==> config.mk <==
export PLATFORM = sky130hd
export DESIGN_NAME = ssd_multi_display
export DESIGN_NICKNAME = d
export VERILOG_FILES = /design/src/rtl/ssd_pkg.sv /design/src/rtl/ssd_bin2bcd.sv /design/src/rtl/ssd_multi_display.sv
export SDC_FILE = /design/constraint.sdc
export NUM_CORES = 1
export LEC_CHECK = 0
export ABC_AREA = 1
export CAP_MARGIN = 40
export CORE_MARGIN = 2
export CORE_UTILIZATION = 30
export CTS_CLUSTER_SIZE = 20
export DETAILED_ROUTE_END_ITERATION = 16
export GPL_ROUTABILITY_DRIVEN = 0
export GPL_TIMING_DRIVEN = 0
export PLACE_DENSITY_LB_ADDON = 0.12
export SETUP_SLACK_MARGIN = 0.02
export SLEW_MARGIN = 20
export SYNTH_ARGS = -nofsm -noshare
export SYNTH_HDL_FRONTEND = slang
export SYNTH_SLANG_ARGS = --single-unit
==> constraint.sdc <==
create_clock -name clk -period 3.45 [get_ports clk]
set_clock_uncertainty 0.05 [all_clocks]
set_input_delay 0.69 -clock clk [delete_from_list [all_inputs] [get_ports clk]]
set_output_delay 0.69 -clock clk [all_outputs]
set_load 0.005 [all_outputs]
==> src/rtl/ssd_pkg.sv <==
`default_nettype none
// ============================================================================
// Module      : ssd_pkg
// Description : Shared constants, segment table, overflow helper and FSM
//               state type for the multi-digit seven-segment controller.
// Revision    : 1.0 - initial release
// ============================================================================
package ssd_pkg;

    // Active-low segment patterns, bit6 = g .. bit0 = a
    localparam logic [6:0] SSD_BLANK = 7'b1111111;
    localparam logic [6:0] SSD_DASH  = 7'b0111111;

    // Nibble 0..F to active-low segments (lower-case b and d)
    localparam logic [6:0] SSD_HEX_TABLE [16] = '{
        7'b1000000, 7'b1111001, 7'b0100100, 7'b0110000,
        7'b0011001, 7'b0010010, 7'b0000010, 7'b1111000,
        7'b0000000, 7'b0011000, 7'b0001000, 7'b0000011,
        7'b1000110, 7'b0100001, 7'b0000110, 7'b0001110
    };

    typedef enum logic [1:0] {
        ST_IDLE    = 2'd0,
        ST_CONVERT = 2'd1,
        ST_UPDATE  = 2'd2
    } ssd_state_e;

    // 10^n, used as the decimal overflow threshold
    function automatic logic [31:0] pow10(input int n);
        logic [31:0] r;
        r = 32'd1;
        for (int i = 0; i < n; i++) begin
            r = r * 32'd10;
        end
        return r;
    endfunction

endpackage
`default_nettype wire

==> src/rtl/ssd_bin2bcd.sv <==
`default_nettype none
// ============================================================================
// Module      : ssd_bin2bcd
// Description : Iterative double-dabble converter. One shift per clock,
//               DATA_W shifts per conversion. done_o is high during the
//               cycle whose edge performs the final shift, so bcd_o holds
//               the finished result from the following cycle onward.
// Revision    : 1.0 - initial release
// ============================================================================
module ssd_bin2bcd #(
    parameter int DATA_W     = 14,
    parameter int NUM_DIGITS = 4
)(
    input  logic                    clk,
    input  logic                    reset,
    input  logic                    start_i,
    input  logic [DATA_W-1:0]       data_i,
    output logic                    done_o,
    output logic [4*NUM_DIGITS-1:0] bcd_o
);

    localparam int BCD_W = 4 * NUM_DIGITS;
    localparam int CNT_W = (DATA_W > 1) ? $clog2(DATA_W) : 1;

    logic [DATA_W-1:0] bin_q;
    logic [BCD_W-1:0]  bcd_q;
    logic [BCD_W-1:0]  bcd_adj_w;
    logic [CNT_W-1:0]  cnt_q;
    logic              run_q;

    // Add-3 correction on every BCD nibble that is 5 or more
    always_comb begin
        bcd_adj_w = bcd_q;
        for (int k = 0; k < NUM_DIGITS; k++) begin
            if (bcd_q[4*k +: 4] >= 4'd5) begin
                bcd_adj_w[4*k +: 4] = bcd_q[4*k +: 4] + 4'd3;
            end
        end
    end

    assign done_o = run_q && (cnt_q == CNT_W'(DATA_W - 1));
    assign bcd_o  = bcd_q;

    // Load on start, then shift the corrected BCD/binary pair left once per clock
    always_ff @(posedge clk or posedge reset) begin
        if (reset) begin
            bin_q <= '0;
            bcd_q <= '0;
            cnt_q <= '0;
            run_q <= 1'b0;
        end else if (start_i) begin
            bin_q <= data_i;
            bcd_q <= '0;
            cnt_q <= '0;
            run_q <= 1'b1;
        end else if (run_q) begin
            bcd_q <= BCD_W'({bcd_adj_w, bin_q[DATA_W-1]});
            bin_q <= bin_q << 1;
            cnt_q <= cnt_q + 1'b1;
            if (done_o) begin
                run_q <= 1'b0;
            end
        end
    end

endmodule
`default_nettype wire

==> src/rtl/ssd_multi_display.sv <==
`default_nettype none
// ============================================================================
// Module      : ssd_multi_display
// Description : Multi-digit seven-segment controller with valid/ready input,
//               hex or decimal display, leading-zero blanking, overflow dashes
//               and a combinational enable mask.
//               Optional macro SSD_BLINK_EN adds a blink input and a
//               free-running BLINK_DIV-bit blink counter.
// Revision    : 1.0 - initial release
// ============================================================================
module ssd_multi_display
    import ssd_pkg::*;
#(
    parameter int NUM_DIGITS = 4,
    parameter int DATA_W     = 14
`ifdef SSD_BLINK_EN
    ,
    parameter int BLINK_DIV  = 24
`endif
)(
    input  logic                    clk,
    input  logic                    reset,
    input  logic                    en,
`ifdef SSD_BLINK_EN
    input  logic                    blink,
`endif
    input  logic                    in_valid,
    output logic                    in_ready,
    input  logic [DATA_W-1:0]       data_in,
    input  logic                    dec_mode,
    input  logic                    blank_lz,
    output logic                    busy,
    output logic [7*NUM_DIGITS-1:0] ssdout
);

    localparam int          BCD_W     = 4 * NUM_DIGITS;
    localparam logic [31:0] DEC_LIMIT = pow10(NUM_DIGITS);
    localparam logic [31:0] HEX_LIMIT = 32'd1 << BCD_W;

    ssd_state_e              state_q;
    logic                    in_ready_q;
    logic [DATA_W-1:0]       data_q;
    logic                    dec_q;
    logic                    blz_q;
    logic                    ovf_q;
    logic [7*NUM_DIGITS-1:0] seg_q;
    logic [7*NUM_DIGITS-1:0] seg_d;
    logic [BCD_W-1:0]        bcd_w;
    logic [BCD_W-1:0]        val_w;
    logic                    start_w;
    logic                    conv_done_w;
    logic                    blink_off_w;

    assign start_w = (state_q == ST_IDLE) && in_valid && dec_mode;

    ssd_bin2bcd #(
        .DATA_W     (DATA_W),
        .NUM_DIGITS (NUM_DIGITS)
    ) u_bin2bcd (
        .clk     (clk),
        .reset   (reset),
        .start_i (start_w),
        .data_i  (data_in),
        .done_o  (conv_done_w),
        .bcd_o   (bcd_w)
    );

    assign val_w = dec_q ? bcd_w : BCD_W'(data_q);

    // Next digit patterns: decode, blank above the top nonzero digit, dash on overflow
    always_comb begin
        logic       seen;
        logic [3:0] nib;
        seg_d = '0;
        seen  = 1'b0;
        nib   = 4'd0;
        for (int k = NUM_DIGITS - 1; k >= 0; k--) begin
            nib = val_w[4*k +: 4];
            if ((nib != 4'd0) || (k == 0)) begin
                seen = 1'b1;
            end
            seg_d[7*k +: 7] = (blz_q && !seen) ? SSD_BLANK : SSD_HEX_TABLE[nib];
        end
        if (ovf_q) begin
            seg_d = {NUM_DIGITS{SSD_DASH}};
        end
    end

    // Control FSM: capture on transfer, wait for conversion, commit digits in one edge
    always_ff @(posedge clk or posedge reset) begin
        if (reset) begin
            state_q    <= ST_IDLE;
            in_ready_q <= 1'b1;
            data_q     <= '0;
            dec_q      <= 1'b0;
            blz_q      <= 1'b0;
            ovf_q      <= 1'b0;
            seg_q      <= {NUM_DIGITS{SSD_BLANK}};
        end else begin
            case (state_q)
                ST_IDLE: begin
                    if (in_valid) begin
                        data_q     <= data_in;
                        dec_q      <= dec_mode;
                        blz_q      <= blank_lz;
                        ovf_q      <= dec_mode ? (32'(data_in) >= DEC_LIMIT)
                                               : (32'(data_in) >= HEX_LIMIT);
                        in_ready_q <= 1'b0;
                        state_q    <= dec_mode ? ST_CONVERT : ST_UPDATE;
                    end
                end
                ST_CONVERT: begin
                    if (conv_done_w) begin
                        state_q <= ST_UPDATE;
                    end
                end
                ST_UPDATE: begin
                    seg_q      <= seg_d;
                    in_ready_q <= 1'b1;
                    state_q    <= ST_IDLE;
                end
                default: begin
                    state_q    <= ST_IDLE;
                    in_ready_q <= 1'b1;
                end
            endcase
        end
    end

`ifdef SSD_BLINK_EN
    logic [BLINK_DIV-1:0] blink_cnt_q;

    // Free-running blink timebase, independent of blink and en
    always_ff @(posedge clk or posedge reset) begin
        if (reset) begin
            blink_cnt_q <= '0;
        end else begin
            blink_cnt_q <= blink_cnt_q + 1'b1;
        end
    end

    assign blink_off_w = blink && blink_cnt_q[BLINK_DIV-1];
`else
    assign blink_off_w = 1'b0;
`endif

    assign in_ready = in_ready_q;
    assign busy     = !in_ready_q;
    assign ssdout   = (!en || blink_off_w) ? {NUM_DIGITS{SSD_BLANK}} : seg_q;

endmodule
`default_nettype wire

; ---- Word level (Yosys, flattened, before mapping)
; Memories as Yosys holds them, arrays and structs flattened.
; Cells that the tools add are included.
[totals]
out_inout_bits = 30
elab_cells = 94
n_memories = 4
mem_bits_ro = 448
register_bits = 83
[op_classes]
n_lt_le_gt_ge = 9
mux = 37
n_reduce_logical = 18
addsub = 5
bitwise = 5
n_eq_ne = 5
[mem_list]
columns = memory, words, word_bits, rd, rd_ports_with_merged_regs, write_ports, line_no
row1 = (no name shown), 16, 7, 1, 0, 0, ssd_multi_display.sv:82  ; seg_d[7*k +: 7] = (blz_q && !seen) ? SSD_BLANK : SSD_HEX_TABLE[nib];
row2 = (no name shown), 16, 7, 1, 0, 0, ssd_multi_display.sv:82
row3 = (no name shown), 16, 7, 1, 0, 0, ssd_multi_display.sv:82
row4 = (no name shown), 16, 7, 1, 0, 0, ssd_multi_display.sv:82
[ops]
columns = cell, n
row1 = 2-to-1 mux 7 bit, 11
row2 = 2-to-1 mux 28 bit, 2
row3 = 2-to-1 mux 16 bit, 3
row4 = 2-to-1 mux 14 bit, 2
row5 = "greater-or-equal comparator 5 bit, second input constant", 4
row6 = 2-to-1 mux 4 bit, 5
row7 = NOT 4 -> 5 bit, 4
row8 = "greater-or-equal comparator 4 x 3 -> 1 bit, second input constant", 4
row9 = "greater-or-equal comparator 14 bit, second input constant", 1
row10 = "adder 4 x 2 -> 4 bit, second input constant", 3
row11 = nonzero test 4 bit, 3
row12 = 2-to-1 mux 1 bit, 8
row13 = logical AND 1 bit, 6
row14 = 2-to-1 mux 2 bit, 3
row15 = AND reduction 2 bit, 3
row16 = "adder 4 x 1 -> 4 bit, second input constant", 1
row17 = "equality test 4 bit, second input constant", 1
row18 = zero test 1 bit, 4
row19 = "!= test 2 bit, second input constant", 2
row20 = one-hot mux 2 bit (2 select lines), 1
row21 = "adder 3 x 2 -> 3 bit, second input constant", 1
row22 = 2-to-1 mux 3 bit, 1
row23 = "equality test 2 x 1 -> 1 bit, second input constant", 1
row24 = "equality test 2 bit, second input constant", 1
row25 = 4 further kinds, 4

; ---- Depth between registers and ports, before layout
; Gate-level depths: netlist of the first run.
[depth]
word_depth = 9
depth_mapped = 14

; ---- Cells and area by module
; Synthesis of the first run repeated with hierarchy kept, for this count alone.
[unflattened]
cells_unflattened = 769
hier_area_um2 = 5435.2
[modules_own_cells]
columns = mod, cells_per_inst, area_each_um2, seq_area_each_um2, instances
row1 = ssd_multi_display, 534, 3543.4, 1237.4, 1
row2 = ssd_bin2bcd, 235, 1891.8, 875.8, 1

; ---- Worst setup path before layout of the first run
; No wires, ideal clock.
[synth_path]
path_type = input port to output port
start = input port en
end = output port ssdout[10]
setup_slack_ns = 1.382
t_arrival_ns = 1.328
stages = 3
path_buffers = 2
cell_sequence = clkbuf_1 clkbuf_1 nand2_1
[synth_via]
elab_chain_cells = 1
[synth_rtl]
columns = element, line_no
row1 = from (decl), ssd_multi_display.sv:23  ; input logic en,
row2 = 2-to-1 mux 28 bit, ssd_multi_display.sv:149  ; assign ssdout = (!en || blink_off_w) ? {NUM_DIGITS{SSD_BLANK}} : seg_q;
row3 = to (decl), ssd_multi_display.sv:33  ; output logic [7*NUM_DIGITS-1:0] ssdout
; Every way passes these cells.

; ---- Worst setup path after layout of the first run
[layout_path]
start = input port en
end = output port ssdout[8]
; The elaborated chain is that of the path after synthesis.

==> results of run 1 <==
[per-stage QoR]
| stage | cell area [um2] | TNS [ps] |
|---|---|---|
| finish | 6380 | 0 |
| global route | 6380 | 0 |
| CTS | 6380 | 0 |
| detailed placement | 6090 | 0 |
| global placement | 6060 | -57280 |
| floorplan | 5300 | 0 |
[synthesized netlist by cell type, drive strengths merged]
master / count
nand2: 220
inv: 116
o21ai: 77
dfrtp: 54
nand3: 52
nor2: 52
ha: 33
dfstp: 29
a21oi: 16
buf: 15
o211ai: 10
o22ai: 10
a31oi: 7
clkbuf: 5
o221ai: 3
or2: 3
xor2: 3
nand3b: 2
nand4: 2
nor4: 1
o21a: 1
xnor2: 1
[sequential cells by signal (all words and copies together), names as in the netlist]
signal,flops
blz_q,1
data_q,14
dec_q,1
in_ready,1
ovf_q,1
seg_q,28
state_q,2
u_bin2bcd.bcd_o,16
u_bin2bcd.bin_q,14
u_bin2bcd.cnt_q,4
u_bin2bcd.run_q,1
[logic make-up (layout without fill, tap and decap cells)]
kind of cell               count (synthesis)  after routing  synth area share [%]
and+or+nand+nor                          332            332                  26.6
buffers and inverters                    136            201                  10.9
AOI/OAI and AO/OA                        124            124                  14.2
DFF                                       83             83                  39.9
adders and majority gates                 33             33                  7.79
xor gates and xnor gates                   4              4                 0.661
[power by group through the flow]
stage,Clock (uW),Combinational [uW],Sequential [uW]
detailed placement,0,3730,1850
floorplan,0,2730,1780
global route,1010,4260,1900
CTS,975,3750,1840
finish,935,3730,1840
global placement,0,3670,1840
[routing by layer]
layer	up-vias	global-route usage (%)	share of wire, %
met5	-	0	0
met3	10	3.33	3.8
li1	2380	-	-
met4	0	5.27	1.2
met1	2134	21.1	50
met2	108	25.1	45
[path summary, 6_finish.rpt]
kind,end,slack (ps)
worst min-delay path,seg_q[13],420
max in group asynchronous,seg_q[23],1980
worst min register to register,seg_q[13],420
worst max-delay path,ssdout[8],740
min in group asynchronous,u_bin2bcd.bcd_o[8],710
worst max register to register,seg_q[14],1200
[layout make-up]
type / count / area (um2) / area share, %
buffer: 20 / 140 / 2.20
timing repair buffer: 49 / 508 / 7.97
inverter: 116 / 438 / 6.87
multi-input combinational: 493 / 2610 / 40.9
tap: 225 / 282 / 4.42
clock inverter: 6 / 46.3 / 0.726
sequential: 83 / 2110 / 33.1
clock buffer: 10 / 239 / 3.75
[worst max-delay path: cells and delay by family]
family	cells	cell delay, ps
buf+inv	3	1170
simple gates	1	110
==> run_results.csv, run 1 <==
group,metric,value,unit
status,status,"finished clean",
clocking,clk_pin_slew,60,ps
route,drt_iter0_markers,276,
route,wl_per_cell,13.8,um
global_routing,grt_overflow,0,
global_routing,grt_pass1_wl,22900,um
finish,diodes,0,
place,port-buffer-count,48,
global_routing,track_usage,15.7,%
clocking,cts_tree,"built",
pwr,power_leakage,0.00312,uW
finish,fin_cells,1002,
route,drc,0,
critical_path,cp.arrival,1970,ps
route,via_per_inst,4.62,
pwr,clockPowerShare,14.4,%
pwr,sequentialPowerShare,28.2,%
logic_synthesis,synth_seq_area_share,39.9,%
sta,fin_ws,737,ps
finish,final_cell_mix,"203 x nand2_1, 112 x inv_1, 54 x dfrtp_1",
route,dr.pass1.iters,5,
logic_synthesis,syn_nets,765,
worst_hold_path,hold_class,"register to register",
clocking,cts-root-buf,"clkbuf_16",
logic_synthesis,syn_area_per_cell,7.44,um2
finish,area_growth,20.3,%
pwr,swShare,46.9,%
floorplanning,die_h,137,um
clocking,cts_resized,0,
critical_path,crit_fanout,10,
critical_path,startpoint,"en",
finish,final_common_cell,"nand2_1",
clocking,post-cts-setup-buffers,0,
logic_synthesis,netlist_top_cells_area,"dfrtp_1 26%, dfstp_2 14%, nand2_1 14%, inv_1 8.0%, ha_1 7.8%",
floorplanning,start_util,30.6,%
critical_path,critPathKind,"primary input to output pin",
sta,rsz0062_at_grt,"no",
critical_path,r2r-start,"dec_q",
pwr,p_int,3450,uW
finish,nFillCells,1794,
floorplanning,die_area,18700,um2
worst_hold_path,min_path_cells,2,
route,wl,13800,um
sta,drv_slew,0,
sta,worstMarginPinSlew,552,ps
finish,drive_gt1_share,12.5,%
route,ant_nets,0,
logic_synthesis,yosys_warnings,0,
sta,slew_headroom,63.0,%
logic_synthesis,synth_top_area_share,25.5,%
clocking,clock-sinks,83,
place,dp_slack,671,ps
floorplanning,die_x,137,um
critical_path,slowest_delay,450,ps
floorplanning,coreArea,17300,um2
pwr,power,6510,uW
place,placed_cells,986,
logic_synthesis,synthCells,712,
job,max_cap_viol_count,0,
logic_synthesis,synthDistinctLibCells,35,
critical_path,crit_path_end_kind,"output pin",
place,place_hpwl,10400,um
critical_path,cp-start-kind,"primary input",
logic_synthesis,ys_ff_latch,83,
critical_path,crit_slowest_cell,"clkdlybuf4s50_1",
route,via_count,4632,
critical_path,critPathMostFrequentCell,"clkbuf_1",
logic_synthesis,syn_area,5300,um2
sta,setup_violations,0,
global_routing,antenna_found_initial,0,
global_routing,grt_max_degree,47,
floorplanning,std_cell_rows,48,
sta,hold_viol,0,
clocking,cts_made_buffers,9,
clocking,cts_buffer_depth,2,
sta,fmax,369,MHz
sta,period_share,78.6,%
pwr,vdd_drop_max,0.000361,V
sta,finalCriticalPeriod,2710,ps
floorplanning,ios,50,
pwr,pwr-share-comb,57.4,%
worst_hold_path,worstHoldStart,"seg_q[13]",
pwr,cellPowerDensity,1020,nW/um2
global_routing,grt_pass1_vias,4556,
clocking,cts.htree.levels,3,
critical_path,reg2reg_depth,13,
logic_synthesis,synth_top_area_cell,"dfrtp_1",
clocking,insertion_delay,340,ps
clocking,ctsHoldBuffers,0,
sta,hold_ws,417,ps
critical_path,cp_cell_sequence,"clkbuf_1, clkbuf_1, nand2_1, clkdlybuf4s50_1",
finish,final_nets,825,
critical_path,cp.required,2710,ps
pwr,switching_power,3050,uW
finish,utilization,36.9,%
(Power assumes the default switching activity.)
==> run 2, diff against run 1 <==
- clock period: 3.45 -> 2.6 ns (I/O delays scaled with it)
==> run 2 against run 1 <==
Against the previous run: critical path depth unchanged; sequential share of layout area down 0.12 points; design area up 0.35%; hold slack about the same; largest cell class unchanged; register-to-register slack worse by 880 ps; clock power up 38%; critical endpoint is now ssdout[12]; cell count about the same.
==> run_results.csv, run 2 (synthesis results as in run 1) <==
group,metric,value,unit
route,via_per_inst,4.59,
finish,fin_cells,1003,
critical_path,crit_slowest_cell,"clkdlybuf4s50_1",
place,port-buffer-count,48,
critical_path,critPathBufInv,3,
clocking,post-cts-setup-buffers,0,
pwr,power_leakage,0.00313,uW
route,drt_iter0_markers,312,
worst_hold_path,worstHoldEndpoint,"seg_q[13]",
route,wl_per_cell,13.4,um
sta,drv_slew,0,
clocking,insertion_delay,350,ps
pwr,cellPowerDensity,1350,nW/um2
global_routing,grt_pass1_vias,4472,
clocking,cts-root-buf,"clkbuf_16",
floorplanning,coreArea,17300,um2
critical_path,r2r_end,"seg_q[18]",
sta,fmax,416,MHz
finish,top_register,"seg_q",
global_routing,grt_max_degree,34,
clocking,cts.htree.levels,3,
finish,diodes,0,
finish,final_nets,826,
critical_path,slowest_delay,450,ps
floorplanning,start_util,30.6,%
finish,area_growth,20.8,%
route,dr.pass1.iters,5,
global_routing,grt_overflow,0,
clocking,ctsHoldBuffers,0,
clocking,clock-sinks,83,
sta,fin_tns_setup,0,ps
global_routing,track_usage,15.5,%
floorplanning,ios,50,
clocking,cts_resized,0,
worst_hold_path,worstHoldStart,"seg_q[13]",
critical_path,critPathKind,"primary input to output pin",
finish,final_common_cell,"nand2_1",
finish,final_cell_mix,"203 x nand2_1, 112 x inv_1, 54 x dfrtp_1",
place,placed_cells,987,
finish,drive_gt1_share,12.5,%
critical_path,cp-start-kind,"primary input",
route,ant_nets,0,
critical_path,r2r_slack,320,ps
sta,finalCriticalPeriod,2400,ps
global_routing,grt_pass1_wl,22800,um
sta,slew_headroom,55.8,%
route,drc,0,
sta,fin_ws,198,ps
route,via_count,4602,
floorplanning,die_x,137,um
finish,nFillCells,1826,
critical_path,reg2reg_depth,13,
critical_path,crit_fanout,10,
floorplanning,die_h,137,um
worst_hold_path,hold_class,"register to register",
sta,worstMarginPinSlew,661,ps
floorplanning,die_area,18700,um2
worst_hold_path,min_path_cells,2,
critical_path,cp.arrival,1830,ps
sta,hold_ws,417,ps
critical_path,crit_path_end_kind,"output pin",
place,dp_slack,155,ps
critical_path,cp_cell_sequence,"clkbuf_1, clkbuf_1, nand2_1, clkdlybuf4s50_1",
sta,hold_viol,0,
clocking,cts_made_buffers,9,
critical_path,critPathMostFrequentCell,"clkbuf_1",
critical_path,cp_top_family,"buffers and inverters",
clocking,cts_tree,"built",
route,wl,13500,um
pwr,vdd_drop_max,0.000499,V
critical_path,r2r-start,"dec_q",
floorplanning,std_cell_rows,48,
place,place_hpwl,10300,um
status,status,"finished clean",
global_routing,antenna_found_initial,0,
pwr,power,8640,uW
critical_path,cp.required,2030,ps
job,max_cap_viol_count,0,
sta,rsz0062_at_grt,"no",
sta,period_share,92.4,%
sta,setup_violations,0,
clocking,clk_pin_slew,60,ps
clocking,cts_buffer_depth,2,
finish,largest_reg_flops,28,
==> run 2: cell count changes in the layout (fill, tap and decap cells not counted) <==
cell       change
inv_4          -1
clkinv_2       +1
bufinv_16      +1
buf_12         +2
clkbuf_1       +1
clkinv_4       -1
buf_16         -1
clkbuf_8       -1
==> run 2: through the flow <==
stage               util (%)  cell area [um2]
finish                  37.0             6400
global route            37.0             6400
CTS                     37.0             6400
detailed placement      35.3             6100
global placement        35.1             6060
floorplan                  -             5300
==> run 2: worst max-delay path by stage <==
stage                from                  to  slack (ps)  cells after the start
floorplan           dec_q           seg_q[14]         630                     13
global placement    reset  u_bin2bcd.bcd_o[8]          50                      2
detailed placement     en          ssdout[12]         160                      4
CTS                    en          ssdout[12]         150                      4
global route           en          ssdout[19]          40                      4
finish                 en          ssdout[12]         200                      4
==> run 2: worst register-to-register path: stages (launching register included) <==
cell     delay, ps
dfrtp_1        380
buf_6          170
buf_12         160
o21ai_2        270
inv_1          130
ha_1           250
nand2_1         80
inv_1           90
nand4_1        150
inv_1           60
nand2_1         70
nand3_1        130
nor2_1         170
nor2_1          50
==> run 2: area by class of cell <==
| class | count | area, um2 | share of cell area, % |
|---|---|---|---|
| Multi-Input combinational cell | 493 | 2610 | 40.8 |
| Sequential cell | 83 | 2110 | 33.0 |
| Timing Repair Buffer | 50 | 520 | 8.13 |
| Inverter | 116 | 439 | 6.86 |
| Tap cell | 225 | 282 | 4.40 |
| Clock buffer | 10 | 229 | 3.58 |
| Buffer | 20 | 140 | 2.19 |
| Clock inverter | 6 | 65.1 | 1.02 |
==> run 2: metal layers <==
layer	global-route usage, %	share of wire, %	up-vias
met1	21.6	50	2110
met4	4.35	1.5	0
met2	24.3	44	104
met3	3.52	4.3	16
met5	0	0	-
li1	-	-	2372
==> run 2: power by group <==
part           leakage [uW]  internal (uW)  switching [uW]
registers          0.000976           2080             351
logic               0.00201           1820            3110
clock network      0.000143            748             539
total               0.00313           4650            4000
==> run 3, diff against run 2 <==
- ABC_CLOCK_PERIOD_IN_PS: not set -> 2600
- GPL_ROUTABILITY_DRIVEN: 0 -> 1
- MAX_ROUTING_LAYER: not set -> met4
==> run 3 against run 2 <==
Against the previous run: combinational power up 1%; maximum frequency up 2.7%; design area grew 1.1%; critical endpoint is now ssdout[23]; highest routed layer unchanged.
==> run_results.csv, run 3 (synthesis results as in run 1) <==
group,metric,value,unit
status,status,"finished clean",
pwr,power_leakage,0.00317,uW
worst_hold_path,worstHoldStart,"seg_q[20]",
critical_path,critPathKind,"primary input to output pin",
global_routing,grt_overflow,0,
finish,final_cell_mix,"203 x nand2_1, 112 x inv_1, 54 x dfrtp_1",
pwr,cellPowerDensity,1370,nW/um2
clocking,insertion_delay,350,ps
critical_path,crit_path_end_kind,"output pin",
route,dr.pass1.iters,4,
finish,largest_reg_flops,28,
route,wl,14000,um
place,dp_slack,165,ps
place,place_congestion,0.840,
clocking,cts_resized,0,
critical_path,critPathMostFrequentCell,"clkbuf_1",
route,drc,0,
finish,final_common_cell,"nand2_1",
sta,period_share,90.0,%
clocking,ctsHoldBuffers,0,
global_routing,grt_max_degree,29,
route,wl_per_cell,13.9,um
critical_path,cp-start-kind,"primary input",
floorplanning,die_x,137,um
clocking,post-cts-setup-buffers,0,
sta,hold_viol,0,
clocking,cts_made_buffers,9,
floorplanning,die_h,137,um
global_routing,grt_pass1_wl,23000,um
clocking,cts_tree,"built",
place,port-buffer-count,48,
finish,design_area,6470,um2
critical_path,r2r-start,"dec_q",
place,place_hpwl,10700,um
floorplanning,start_util,30.6,%
sta,rsz0062_at_grt,"no",
critical_path,slowest_delay,450,ps
floorplanning,coreArea,17300,um2
route,via_per_inst,4.53,
sta,setup_violations,0,
pwr,vdd_drop_max,0.000612,V
route,ant_nets,0,
critical_path,crit_slowest_cell,"clkdlybuf4s50_1",
sta,worstMarginPinSlew,511,ps
floorplanning,ios,50,
clocking,clk_pin_slew,60,ps
sta,fmax,428,MHz
global_routing,grt_pass1_vias,4471,
sta,fin_tns_setup,0,ps
job,max_cap_viol_count,0,
sta,slew_headroom,65.8,%
critical_path,cp.arrival,1770,ps
floorplanning,std_cell_rows,48,
route,drt_iter0_markers,271,
finish,area_growth,22.0,%
worst_hold_path,hold_class,"register to register",
clocking,clock-sinks,83,
sta,fin_ws,261,ps
finish,utilization,37.4,%
finish,diodes,0,
critical_path,crit_fanout,10,
critical_path,cp_cell_sequence,"clkbuf_1, clkbuf_1, nand2_1, clkdlybuf4s50_1",
route,via_count,4544,
clocking,cts-root-buf,"clkbuf_16",
floorplanning,die_area,18700,um2
global_routing,track_usage,16.3,%
clocking,cts_buffer_depth,2,
critical_path,startpoint,"en",
global_routing,antenna_found_initial,0,
sta,finalCriticalPeriod,2340,ps
clocking,cts.htree.levels,3,
critical_path,cp.required,2030,ps
sta,drv_slew,0,
place,placed_area,6130,um2
pwr,power,8860,uW
finish,final_nets,827,
finish,top_register,"seg_q",
finish,drive_gt1_share,12.8,%
## run 3: final timing paths
path / slack, ps / cells after the start / endpoint
setup / recovery: 260 / 4 / ssdout[23]
hold / removal: 420 / 2 / seg_q[20]
setup reg to reg: 280 / 13 / seg_q[18]
hold reg to reg: 420 / 2 / seg_q[20]
max in group asynchronous: 1360 / 4 / in_ready
min in group asynchronous: 440 / 2 / data_q[0]
## run 3: worst max-delay path, delay by kind of cell
kind	cells	cell delay (ps)
buffers and inverters	3	1140
AND/OR/NAND/NOR	1	100
## run 3: per-layer routing
layer	vias to the layer above	wire length (um)	GRT usage, %
met2	94	6250	26.1
li1	2382	-	-
met1	2056	7120	21.7
met4	0	140	3.61
met3	12	441	2.78
met5	-	0	-
## run 3: where the power goes
| part | total (uW) | switching [uW] | internal, uW |
|---|---|---|---|
| clock | 1450 | 576 | 877 |
| combinational | 4980 | 3150 | 1830 |
| sequential | 2430 | 349 | 2080 |
| total | 8860 | 4080 | 4780 |
## run 3: cell type report
class	count	area [um2]
Inverter	116	439
Tap cell	225	282
Fill cell	1826	10800
Clock buffer	10	239
Sequential cell	83	2110
Multi-Input combinational cell	493	2610
Clock inverter	6	93.8
Buffer	20	141
Timing Repair Buffer	51	548
## run 3: through the flow
stage / hold WS [ps] / instances
5_1_grt: 447 / 1004
4_1_cts: 424 / 1004
2_1_floorplan: 390 / 712
3_3_place_gp: 403 / 985
3_5_place_dp: 413 / 988
6_report: 422 / 1004
